**config.mk**
```make
export PLATFORM = sky130hd
export DESIGN_NAME = s2_serial_rx_flat
export DESIGN_NICKNAME = d
export VERILOG_FILES = /design/src/rtl/s_link_pkg.sv /design/src/rtl/s2_serial_rx_if.sv /design/src/rtl/s_shift_in.sv /design/src/rtl/s2_serial_rx.sv /design/src/flat_wrapper.sv
export SDC_FILE = /design/constraint.sdc
export NUM_CORES = 1
export LEC_CHECK = 0
export CORE_MARGIN = 8
export CORE_UTILIZATION = 45
export DETAILED_ROUTE_END_ITERATION = 8
export GPL_TIMING_DRIVEN = 0
export PLACE_DENSITY = 0.67
export SYNTH_ARGS = -nofsm -noshare
export SYNTH_HDL_FRONTEND = slang
export SYNTH_SLANG_ARGS = --single-unit
```
**constraint.sdc**
```tcl
create_clock -name clk -period 2.2 [get_ports clk]
set_input_delay 0.33 -clock clk [delete_from_list [all_inputs] [get_ports clk]]
set_output_delay 0.33 -clock clk [all_outputs]
set_load 0.02 [all_outputs]
```
**src/rtl/s_link_pkg.sv**
```systemverilog
// ----------------------------------------------------------------------------
// s_link_pkg
// Constants and types shared by the S1 serial transmitter and the S2 serial
// receiver. A packet is ADDR_BITS address bits followed by DATA_BITS data
// bits, both MSB first; NUM_PKT successful writes complete a transfer.
// ----------------------------------------------------------------------------
package s_link_pkg;

    localparam int ADDR_BITS = 3;
    localparam int DATA_BITS = 18;
    localparam int NUM_PKT   = 8;
    localparam int PKT_BITS  = ADDR_BITS + DATA_BITS;

    // Receiver control states: RECV after reset, DONE is terminal.
    typedef enum logic [0:0] {
        RECV = 1'b0,
        DONE = 1'b1
    } rx_state_e;

endpackage : s_link_pkg

```
**src/rtl/s2_serial_rx_if.sv**
```systemverilog
// ----------------------------------------------------------------------------
// s2_serial_rx_if
// Serial link plus RB2 write port of the S2 receiver.
//   sen     : serial enable, active low (driven by the source)
//   sd      : serial data, valid while sen is low (driven by the source)
//   RB2_RW  : RB2 control, 1 = idle/read, 0 = write strobe (receiver)
//   RB2_A   : RB2 write address (receiver)
//   RB2_D   : RB2 write data (receiver)
//   done    : sticky completion flag (receiver)
//   err     : one-cycle malformed-packet pulse (receiver)
// Modports: master = serial source / bench side, slave = receiver side.
// ----------------------------------------------------------------------------
interface s2_serial_rx_if #(
    parameter int ADDR_BITS = s_link_pkg::ADDR_BITS,
    parameter int DATA_BITS = s_link_pkg::DATA_BITS
);

    logic                 sen;
    logic                 sd;
    logic                 RB2_RW;
    logic [ADDR_BITS-1:0] RB2_A;
    logic [DATA_BITS-1:0] RB2_D;
    logic                 done;
    logic                 err;

    modport master (
        output sen,
        output sd,
        input  RB2_RW,
        input  RB2_A,
        input  RB2_D,
        input  done,
        input  err
    );

    modport slave (
        input  sen,
        input  sd,
        output RB2_RW,
        output RB2_A,
        output RB2_D,
        output done,
        output err
    );

endinterface : s2_serial_rx_if

```
**src/rtl/s_shift_in.sv**
```systemverilog
// ----------------------------------------------------------------------------
// s_shift_in
// Serial-in shift register with a saturating bit counter.
//   clk      : clock, rising edge
//   rst      : asynchronous active-low reset
//   shift_en : shift sd in (LSB side) and count the bit
//   clr      : clear the bit counter (packet end); shift_en has priority
//   sd       : serial data bit
//   shreg    : WIDTH-bit shift register, most recent bit in bit 0
//   bit_cnt  : bits received, saturating at WIDTH+1 (overrun marker)
// Once the counter sits at the overrun marker further bits are ignored, so
// neither the counter nor the register content wraps.
// ----------------------------------------------------------------------------
module s_shift_in #(
    parameter int WIDTH = s_link_pkg::PKT_BITS,
    parameter int CNT_W = $clog2(s_link_pkg::PKT_BITS + 2)
) (
    input  logic             clk,
    input  logic             rst,
    input  logic             shift_en,
    input  logic             clr,
    input  logic             sd,
    output logic [WIDTH-1:0] shreg,
    output logic [CNT_W-1:0] bit_cnt
);

    localparam logic [CNT_W-1:0] CNT_SAT  = CNT_W'(WIDTH + 1);
    localparam logic [CNT_W-1:0] CNT_ONE  = CNT_W'(1'b1);
    localparam logic [CNT_W-1:0] CNT_ZERO = CNT_W'(1'b0);

    logic [WIDTH-1:0] shreg_r;
    logic [WIDTH-1:0] shreg_nx;
    logic [CNT_W-1:0] cnt_r;
    logic [CNT_W-1:0] cnt_nx;

    // Next shift-register and counter values.
    always_comb begin
        shreg_nx = shreg_r;
        cnt_nx   = cnt_r;
        if (shift_en) begin
            if (cnt_r != CNT_SAT) begin
                shreg_nx = {shreg_r[WIDTH-2:0], sd};
                cnt_nx   = cnt_r + CNT_ONE;
            end else begin
                shreg_nx = shreg_r;
                cnt_nx   = cnt_r;
            end
        end else if (clr) begin
            cnt_nx = CNT_ZERO;
        end else begin
            cnt_nx = cnt_r;
        end
    end

    // Shift register and counter state.
    always_ff @(posedge clk or negedge rst) begin
        if (!rst) begin
            shreg_r <= {WIDTH{1'b0}};
            cnt_r   <= CNT_ZERO;
        end else begin
            shreg_r <= shreg_nx;
            cnt_r   <= cnt_nx;
        end
    end

    assign shreg   = shreg_r;
    assign bit_cnt = cnt_r;

endmodule : s_shift_in

```
**src/rtl/s2_serial_rx.sv**
```systemverilog
// ----------------------------------------------------------------------------
// s2_serial_rx
// Serial receiver paired with the S1 transmitter. Deserialises sen/sd packets
// (ADDR_BITS address + DATA_BITS data, MSB first) and issues one-cycle write
// strobes into register bank RB2. After NUM_PKT good writes it enters DONE,
// raises the sticky done flag and ignores the link until reset.
//   clk : clock, rising edge
//   rst : asynchronous active-low reset
//   bus : s2_serial_rx_if slave (sen, sd in; RB2_RW, RB2_A, RB2_D, done, err out)
// A packet ends on the first high sample of sen after at least one low
// sample; exactly PKT_BITS low samples make a write, any other count pulses
// err. All outputs are registered, so the strobe, done and err appear right
// after the edge that samples the packet end.
// ----------------------------------------------------------------------------
module s2_serial_rx #(
    parameter int ADDR_BITS = s_link_pkg::ADDR_BITS,
    parameter int DATA_BITS = s_link_pkg::DATA_BITS,
    parameter int NUM_PKT   = s_link_pkg::NUM_PKT
) (
    input  logic           clk,
    input  logic           rst,
    s2_serial_rx_if.slave  bus
);

    import s_link_pkg::*;

    localparam int PKT_W = ADDR_BITS + DATA_BITS;
    localparam int CNT_W = $clog2(PKT_W + 2);
    localparam int WR_W  = $clog2(NUM_PKT + 1);

    localparam logic [CNT_W-1:0] CNT_ZERO = CNT_W'(1'b0);
    localparam logic [CNT_W-1:0] PKT_LEN  = CNT_W'(PKT_W);
    localparam logic [WR_W-1:0]  WR_ONE   = WR_W'(1'b1);
    localparam logic [WR_W-1:0]  WR_LAST  = WR_W'(NUM_PKT - 1);

    rx_state_e            state_r;
    rx_state_e            state_nx;

    logic                 shift_en_s;
    logic                 pkt_end_s;
    logic                 pkt_ok_s;
    logic [PKT_W-1:0]     shreg_s;
    logic [CNT_W-1:0]     bit_cnt_s;

    logic                 rw_r;
    logic                 rw_nx;
    logic [ADDR_BITS-1:0] a_r;
    logic [ADDR_BITS-1:0] a_nx;
    logic [DATA_BITS-1:0] d_r;
    logic [DATA_BITS-1:0] d_nx;
    logic                 done_r;
    logic                 done_nx;
    logic                 err_r;
    logic                 err_nx;
    logic [WR_W-1:0]      wr_cnt_r;
    logic [WR_W-1:0]      wr_cnt_nx;

    // Link decode: only RECV listens to the link; DONE freezes the shifter.
    always_comb begin
        shift_en_s = 1'b0;
        pkt_end_s  = 1'b0;
        pkt_ok_s   = 1'b0;
        if (state_r == RECV) begin
            shift_en_s = ~bus.sen;
            pkt_end_s  = bus.sen & (bit_cnt_s != CNT_ZERO);
            pkt_ok_s   = bus.sen & (bit_cnt_s == PKT_LEN);
        end else begin
            shift_en_s = 1'b0;
            pkt_end_s  = 1'b0;
            pkt_ok_s   = 1'b0;
        end
    end

    s_shift_in #(
        .WIDTH (PKT_W),
        .CNT_W (CNT_W)
    ) u_shift_in (
        .clk      (clk),
        .rst      (rst),
        .shift_en (shift_en_s),
        .clr      (pkt_end_s),
        .sd       (bus.sd),
        .shreg    (shreg_s),
        .bit_cnt  (bit_cnt_s)
    );

    // Next state and next RB2/status outputs; strobe and err default inactive.
    always_comb begin
        state_nx  = state_r;
        rw_nx     = 1'b1;
        a_nx      = a_r;
        d_nx      = d_r;
        done_nx   = done_r;
        err_nx    = 1'b0;
        wr_cnt_nx = wr_cnt_r;
        case (state_r)
            RECV: begin
                if (pkt_ok_s) begin
                    // First address bit received is now the MSB of shreg.
                    rw_nx     = 1'b0;
                    a_nx      = shreg_s[PKT_W-1:DATA_BITS];
                    d_nx      = shreg_s[DATA_BITS-1:0];
                    wr_cnt_nx = wr_cnt_r + WR_ONE;
                    if (wr_cnt_r == WR_LAST) begin
                        state_nx = DONE;
                        done_nx  = 1'b1;
                    end else begin
                        state_nx = RECV;
                    end
                end else if (pkt_end_s) begin
                    err_nx = 1'b1;
                end else begin
                    err_nx = 1'b0;
                end
            end
            DONE: begin
                state_nx = DONE;
                done_nx  = 1'b1;
            end
            default: begin
                state_nx = RECV;
            end
        endcase
    end

    // FSM state register.
    always_ff @(posedge clk or negedge rst) begin
        if (!rst) begin
            state_r <= RECV;
        end else begin
            state_r <= state_nx;
        end
    end

    // Registered RB2 write port, status flags and write counter.
    always_ff @(posedge clk or negedge rst) begin
        if (!rst) begin
            rw_r     <= 1'b1;
            a_r      <= {ADDR_BITS{1'b0}};
            d_r      <= {DATA_BITS{1'b0}};
            done_r   <= 1'b0;
            err_r    <= 1'b0;
            wr_cnt_r <= {WR_W{1'b0}};
        end else begin
            rw_r     <= rw_nx;
            a_r      <= a_nx;
            d_r      <= d_nx;
            done_r   <= done_nx;
            err_r    <= err_nx;
            wr_cnt_r <= wr_cnt_nx;
        end
    end

    assign bus.RB2_RW = rw_r;
    assign bus.RB2_A  = a_r;
    assign bus.RB2_D  = d_r;
    assign bus.done   = done_r;
    assign bus.err    = err_r;

endmodule : s2_serial_rx

```
**src/flat_wrapper.sv**
```systemverilog
// flat-port wrapper written by rule: the top's interface ports become plain ports
module s2_serial_rx_flat import s_link_pkg::*;
#(
    parameter int ADDR_BITS = s_link_pkg::ADDR_BITS,
    parameter int DATA_BITS = s_link_pkg::DATA_BITS,
    parameter int NUM_PKT   = s_link_pkg::NUM_PKT
)
  (clk, rst, bus_sen, bus_sd, bus_RB2_RW, bus_RB2_A, bus_RB2_D, bus_done, bus_err);
  s2_serial_rx_if #(.ADDR_BITS(ADDR_BITS), .DATA_BITS(DATA_BITS)) bus_i ();
  input  logic clk;
  input  logic rst;
  input wire logic [$bits(bus_i.sen)-1:0] bus_sen;
  input wire logic [$bits(bus_i.sd)-1:0] bus_sd;
  output wire logic [$bits(bus_i.RB2_RW)-1:0] bus_RB2_RW;
  output wire logic [$bits(bus_i.RB2_A)-1:0] bus_RB2_A;
  output wire logic [$bits(bus_i.RB2_D)-1:0] bus_RB2_D;
  output wire logic [$bits(bus_i.done)-1:0] bus_done;
  output wire logic [$bits(bus_i.err)-1:0] bus_err;
  assign bus_i.sen = bus_sen;
  assign bus_i.sd = bus_sd;
  assign bus_RB2_RW = bus_i.RB2_RW;
  assign bus_RB2_A = bus_i.RB2_A;
  assign bus_RB2_D = bus_i.RB2_D;
  assign bus_done = bus_i.done;
  assign bus_err = bus_i.err;
  s2_serial_rx #(.ADDR_BITS(ADDR_BITS), .DATA_BITS(DATA_BITS), .NUM_PKT(NUM_PKT)) u_core (.clk(clk), .rst(rst), .bus(bus_i));
endmodule
```
==> results.tsv, run 1 <==
metric	value	unit
PwrDens	853	nW/µm²
worst-case clock buffer depth	2	
transition at the pin with the smallest max-transition slack	0.622	ns
Top FF cell, synth	dfrtp_1	
signal arrival time at the worst endpoint	2.03	ns
WHS	0.0264	ns
portion of the post-synthesis area used by sequential elements	0.597	
cell chain of the critical path	inv_1 > ha_1 > nand3b_1 > nor2_2 > buf_6 > mux2_2	
fin crit share	0.837	
CTS buffer count	5	
final layout net count	191	
routed via count divided by cell count	4.92	
count of nets left with antenna violations after detail routing	0	
largest net degree at the start of global routing	30	
Horiz. Die Dim	87.6	µm
detailed-route DRC error count	0	
total number of vias	1245	
CTS Root Cell	clkbuf_8	
fraction of final layout cells sized beyond drive strength 1	0.344	
leakage power	1.35	nW
Worst Setup End Kind	register	
filler cell count in the final layout	415	
cts repair resizes	0	
total count of hold-check failures in the final report	0	
Congestion Overflow GR	0	
max capacitance violation total	0	
setup skew after layout	0.00582	ns
number of endpoints failing setup at the final stage	0	
Netlist Area Pre-Place	2310	µm²
initial antenna violation count	0	
sinks on the clock net	55	
Synth cell types	31	
type of the worst min-delay path	in2async	
combined global-route utilization of all metal layers	0.109	
adder-cell area share of the yosys netlist	0.0271	
DR WL/cell	15.1	µm
clock tree from TritonCTS	yes	
most frequent cell after synthesis	dfrtp_1	
RSZ-0062 raised after global routing	no	
count of TritonRoute iterations in the first routing pass	4	
IO Pins	28	
count of hold buffers inserted by post-cts repair	0	
cell with the largest stage delay on the worst path	dfrtp_1	
floorplan core area	5040	µm²
Critical Path Max Stage Delay	0.44	ns
share of the synthesized area in the top cell type	0.586	
count of inserted antenna diode cells	0	
kind of start point of the critical path	register	
via count of the first global-routing pass	1334	
Synth Area per Inst	15.7	µm²
total negative slack	0	ns
Relative slew margins	0.585	
flip-flop and latch count after synthesis	55	
Final GP Congestion	0.820	
count of routing violations after the opening detailed-route iteration	79	
shortest period the worst path allows	1.84	ns
multiplexer area fraction after synthesis	0.241	
largest cells by area after synthesis	dfrtp_1, mux2_2, mux2_4, ha_1, buf_6	
die height	87.6	µm
clock-pin slew reported for the worst setup and hold paths after clock tree synthesis	0.10	ns
Initial Util	0.458	
Post-CTS Repair Setup Buffers	0	
count of standard-cell rows	26	
synthesized-area fraction occupied by and/or/nand/nor cells	0.0564	
outcome	finished clean	
count of synthesis-stage warnings from yosys	0	
number of port buffers	27	
post-synth top area cell	dfrtp_1	
maximum clock frequency	543	MHz
combinational family with the most area after synthesis	multiplexers	
later-pin clock latency in the skew report	0.30	ns
area growth from synthesis to final layout	20.0	%
H-tree depth	2	
xor-xnor portion of the synthesized cell area	0.0152	
Final Max Slew Viols	0	
fraction of the core area covered by cells at the end of the flow	0.549	
post-detailed-routing wire length	3810	µm
critical path start-end classification	reg2reg	
Required @ worst endpoint	2.39	ns
total half-perimeter wirelength after legalization and detailed placement	2720	µm
Die Footprint	7670	µm²
net count after synthesis	156	
first-pass GRT wire length	6600	µm
Post-Synthesis Cells	147	
async set-reset flop share out of synthesis	1.00	
commonest cells in the synthesized netlist	dfrtp_1, mux2_2, mux2_4, ha_1, inv_1	
largest vdd supply drop	0.000419	V
complex-gate fraction of the synthesized area	0.0293	
Max FO, Critical Path	10	
number of enable flip-flop cells after synthesis	0	
state kept, by name, summed over array words and instances, names as in the netlist:
signal	count
u_core.bus.RB2_A	3
u_core.bus.RB2_D	18
u_core.bus.RB2_RW	1
u_core.bus.done	1
u_core.bus.err	1
u_core.state_r	1
u_core.u_shift_in.bit_cnt	5
u_core.u_shift_in.shreg	21
u_core.wr_cnt_r	4
where the power goes:
part | leakage (nW) | internal [mW] | switching (mW) | total (mW)
clock | 0.0483 | 0.225 | 0.327 | 0.552
combinational | 0.591 | 0.297 | 0.144 | 0.441
sequential | 0.713 | 1.20 | 0.162 | 1.37
total | 1.35 | 1.73 | 0.634 | 2.36
logic make-up after synthesis:
family / Yosys count
buffers and inverters: 10
xor gates and xnor gates: 4
adders and majority gates: 5
DFF: 55
and+or+nand+nor: 21
muxes: 44
AOI/OAI and AO/OA: 8
final timing paths:
check / from / to / slack, ns / depth (start not counted)
max: u_core.u_shift_in.bit_cnt[1] / u_core.bus.RB2_D[7] / 0.36 / 6
min: rst / u_core.u_shift_in.bit_cnt[3] / 0.03 / 1
max reg2reg: u_core.u_shift_in.bit_cnt[1] / u_core.bus.RB2_D[7] / 0.36 / 6
min reg2reg: u_core.bus.done / u_core.bus.done / 0.47 / 1
max in group asynchronous: rst / u_core.bus.RB2_RW / 1.54 / 2
min in group clk: u_core.bus.done / u_core.bus.done / 0.47 / 1
metal layers:
metal | share of wire | up-vias | track usage
li1 | - | 587 | -
met2 | 0.45 | 28 | 0.162
met5 | 0 | - | 0
met3 | 0.064 | 6 | 0.0469
met4 | 0.013 | 0 | 0.0344
met1 | 0.47 | 624 | 0.141
layout by cell type (no fill, tap or decap), types with 3 or more instances in the layout:
master	Yosys	final
mux2_4	16	16
mux2_2	28	28
clkdlybuf4s50_1	0	26
nand3_1	3	3
buf_6	4	4
inv_1	5	5
dfrtp_1	54	54
nor3_1	3	3
ha_1	5	5
clkbuf_8	0	5
through the flow:
step / instances / setup slack [ns] / area, µm² / power, mW
after floorplan: 147 / 0.592 / 2310 / 1.69
after global placement: 244 / -0.756 / 2670 / 1.80
after detailed placement: 245 / 0.108 / 2680 / 1.83
after CTS: 253 / 0.340 / 2770 / 2.39
after global routing: 253 / 0.195 / 2770 / 2.49
final: 253 / 0.358 / 2770 / 2.36
final cells by class:
cell class	count	area, µm²	area share
clock inverters	3	18.8	0.00678
well taps	70	87.6	0.0316
multi-input cells	82	851	0.307
clock buffers	5	68.8	0.0249
inverters	5	18.8	0.00678
flip-flops and latches	55	1380	0.498
plain buffers	5	60.1	0.0217
repair buffers	28	285	0.103
critical path: cells and delay by family (launching register included):
kind / cells / cell delay (ns)
flip-flops: 1 / 0.44
adder cells (fa/ha/maj): 1 / 0.17
buffers and inverters: 2 / 0.32
AND/OR/NAND/NOR: 2 / 0.45
multiplexers: 1 / 0.34
Note: power is estimated with default switching activity, not from simulation.
==> run 2, diff against run 1 <==
--- a/config.mk
+++ b/config.mk
@@ -9,7 +9,7 @@
 export CORE_UTILIZATION = 45
 export DETAILED_ROUTE_END_ITERATION = 8
 export GPL_TIMING_DRIVEN = 0
-export PLACE_DENSITY = 0.67
+export PLACE_DENSITY = 0.69
 export SYNTH_ARGS = -nofsm -noshare
 export SYNTH_HDL_FRONTEND = slang
 export SYNTH_SLANG_ARGS = --single-unit
==> constraint.sdc (replaced) <==
create_clock -name clk -period 1.5 [get_ports clk]
set_input_delay 0.225 -clock clk [delete_from_list [all_inputs] [get_ports clk]]
set_output_delay 0.225 -clock clk [all_outputs]
set_load 0.02 [all_outputs]
==> run 2 against run 1 <==
The run now ends with negative setup slack left. Final cell count rose by 5.5%. Largest cell class unchanged. Largest power group unchanged. Global-route usage rose by 1.0 points. Total power rose by 54%. Wire length rose by 17%. Critical endpoint is now u_core.bus.RB2_D[2].
==> results.tsv, run 2 (same netlist as run 1, synthesis figures left out) <==
metric	value	unit
fraction of final layout cells sized beyond drive strength 1	0.447	
placement-stage cell area	2690	µm²
internal power contribution	2.64	mW
Worst Setup End Kind	register	
failing checks	negative setup slack	
via count of the first global-routing pass	1424	
Max FO, Critical Path	10	
combined global-route utilization of all metal layers	0.119	
area growth from synthesis to final layout	29.6	%
sinks on the clock net	55	
most frequent cells in the layout	dfrtp_1, mux2_4, dlygate4sd2_1	
outcome	complete, but fails checks	
count of inserted antenna diode cells	0	
placed cells	245	
fin cells	267	
die height	87.6	µm
largest net degree at the start of global routing	36	
reported net switching power	986	µW
worst-case clock buffer depth	2	
Required @ worst endpoint	1.69	ns
Final GP Congestion	0.750	
share of total power in sequential cells	0.558	
final layout net count	205	
RSZ-0062 raised after global routing	yes	
setup skew after layout	0.00637	ns
floorplan core area	5040	µm²
routed via count divided by cell count	5.06	
total count of hold-check failures in the final report	0	
leading cell type in the layout, fill and taps excluded	dfrtp_1	
transition at the pin with the smallest max-transition slack	0.488	ns
Congestion Overflow GR	0	
Die Footprint	7670	µm²
clock-pin slew reported for the worst setup and hold paths after clock tree synthesis	0.09	ns
Routed met3 length	162	µm
leakage power	1.56	nW
CTS Root Cell	clkbuf_8	
count of standard-cell rows	26	
Power Total	3.63	mW
Initial Util	0.458	
total number of vias	1350	
total half-perimeter wirelength after legalization and detailed placement	2830	µm
kind of start point of the critical path	register	
Relative slew margins	0.675	
signal arrival time at the worst endpoint	1.85	ns
Horiz. Die Dim	87.6	µm
maximum clock frequency	603	MHz
portion of total power attributed to combinational logic	0.225	
detailed-route DRC error count	0	
IO Pins	28	
cells on worst reg2reg path	6	
slack of the critical path	-0.158	ns
later-pin clock latency in the skew report	0.30	ns
number of endpoints failing setup at the final stage	43	
critical path start-end classification	reg2reg	
largest vdd supply drop	0.000656	V
Final Max Slew Viols	0	
type of the worst min-delay path	in2async	
H-tree depth	2	
Largest register FFs	21	
post-detailed-routing wire length	4460	µm
wire length the detailed router placed on met1	1930	µm
cell area after layout	2990	µm²
number of port buffers	27	
Clock Power Share	0.217	
DR WL/cell	16.7	µm
CTS buffer count	5	
top layer in use	met4	
first-pass GRT wire length	7020	µm
count of TritonRoute iterations in the first routing pass	3	
PwrDens	1210	nW/µm²
shortest period the worst path allows	1.66	ns
fin crit share	1.11	
clock tree from TritonCTS	yes	
max capacitance violation total	0	
met2 wirelength from detailed routing	2260	µm
count of routing violations after the opening detailed-route iteration	52	
count of nets left with antenna violations after detail routing	0	
initial antenna violation count	0	
switching portion of total power	0.272	
==> run 2: path summary, 6_finish.rpt <==
check / endpoint / slack (ns) / startpoint
setup / recovery: u_core.bus.RB2_D[2] / -0.16 / u_core.u_shift_in.bit_cnt[1]
hold / removal: u_core.bus.RB2_A[1] / 0.43 / rst
setup reg to reg: u_core.bus.RB2_D[2] / -0.16 / u_core.u_shift_in.bit_cnt[1]
hold reg to reg: u_core.bus.done / 0.47 / u_core.bus.done
max in group asynchronous: u_core.bus.RB2_RW / 0.45 / rst
min in group clk: u_core.bus.done / 0.47 / u_core.bus.done
==> run 2: power by group through the flow <==
stage	Sequential [mW]	Combinational, mW	Clock, mW
6_report	2.02	0.817	0.786
5_1_grt	2.07	0.876	0.885
4_1_cts	2.00	0.734	0.825
3_5_place_dp	2.03	0.652	0
3_3_place_gp	2.01	0.619	0
2_1_floorplan	1.98	0.498	0
==> run 2: timing repair <==
item / CTS / global route
endpoints found under the hold margin: 20 / 0
hold buffers: 1 / 0
resized for setup: 31 / 26
setup buffers: 8 / 5
pin swaps: 1 / 3
gates cloned: 0 / 1
setup endpoints to repair: 69 / 48
==> run 2: layer usage <==
metal  vias up  GRT usage
met5         -          0
met1       703      0.141
met4         0     0.0516
li1        613          -
met3        10     0.0385
met2        24      0.194
==> run 2: stage by stage <==
stage | hold slack [ns] | setup TNS (ns) | utilization | setup WS [ns]
6_report | 0.430 | -4.47 | 0.593 | -0.158
5_1_grt | 0.464 | -6.45 | 0.593 | -0.198
3_5_place_dp | 0.212 | -15.72 | 0.533 | -0.425
4_1_cts | 0.433 | -5.47 | 0.564 | -0.155
2_1_floorplan | -0.0706 | -2.60 | - | -0.0961
3_3_place_gp | 0.448 | -88.22 | 0.530 | -1.34
==> run 2: worst max-delay path: stages (launching register included) <==
cell      delay [ns]
dfrtp_2         0.45
inv_2           0.08
ha_4            0.12
nand3b_1        0.15
nor2_4          0.22
buf_8           0.18
mux2_2          0.34
==> run 2: area by class of cell <==
cell class,count,area [µm²]
multi-input cells,82,965
clock buffers,5,68.8
plain buffers,5,77.6
well taps,70,87.6
repair buffers,42,372
flip-flops and latches,55,1380
fillers,392,2050
clock inverters,3,20.0
inverters,5,18.8
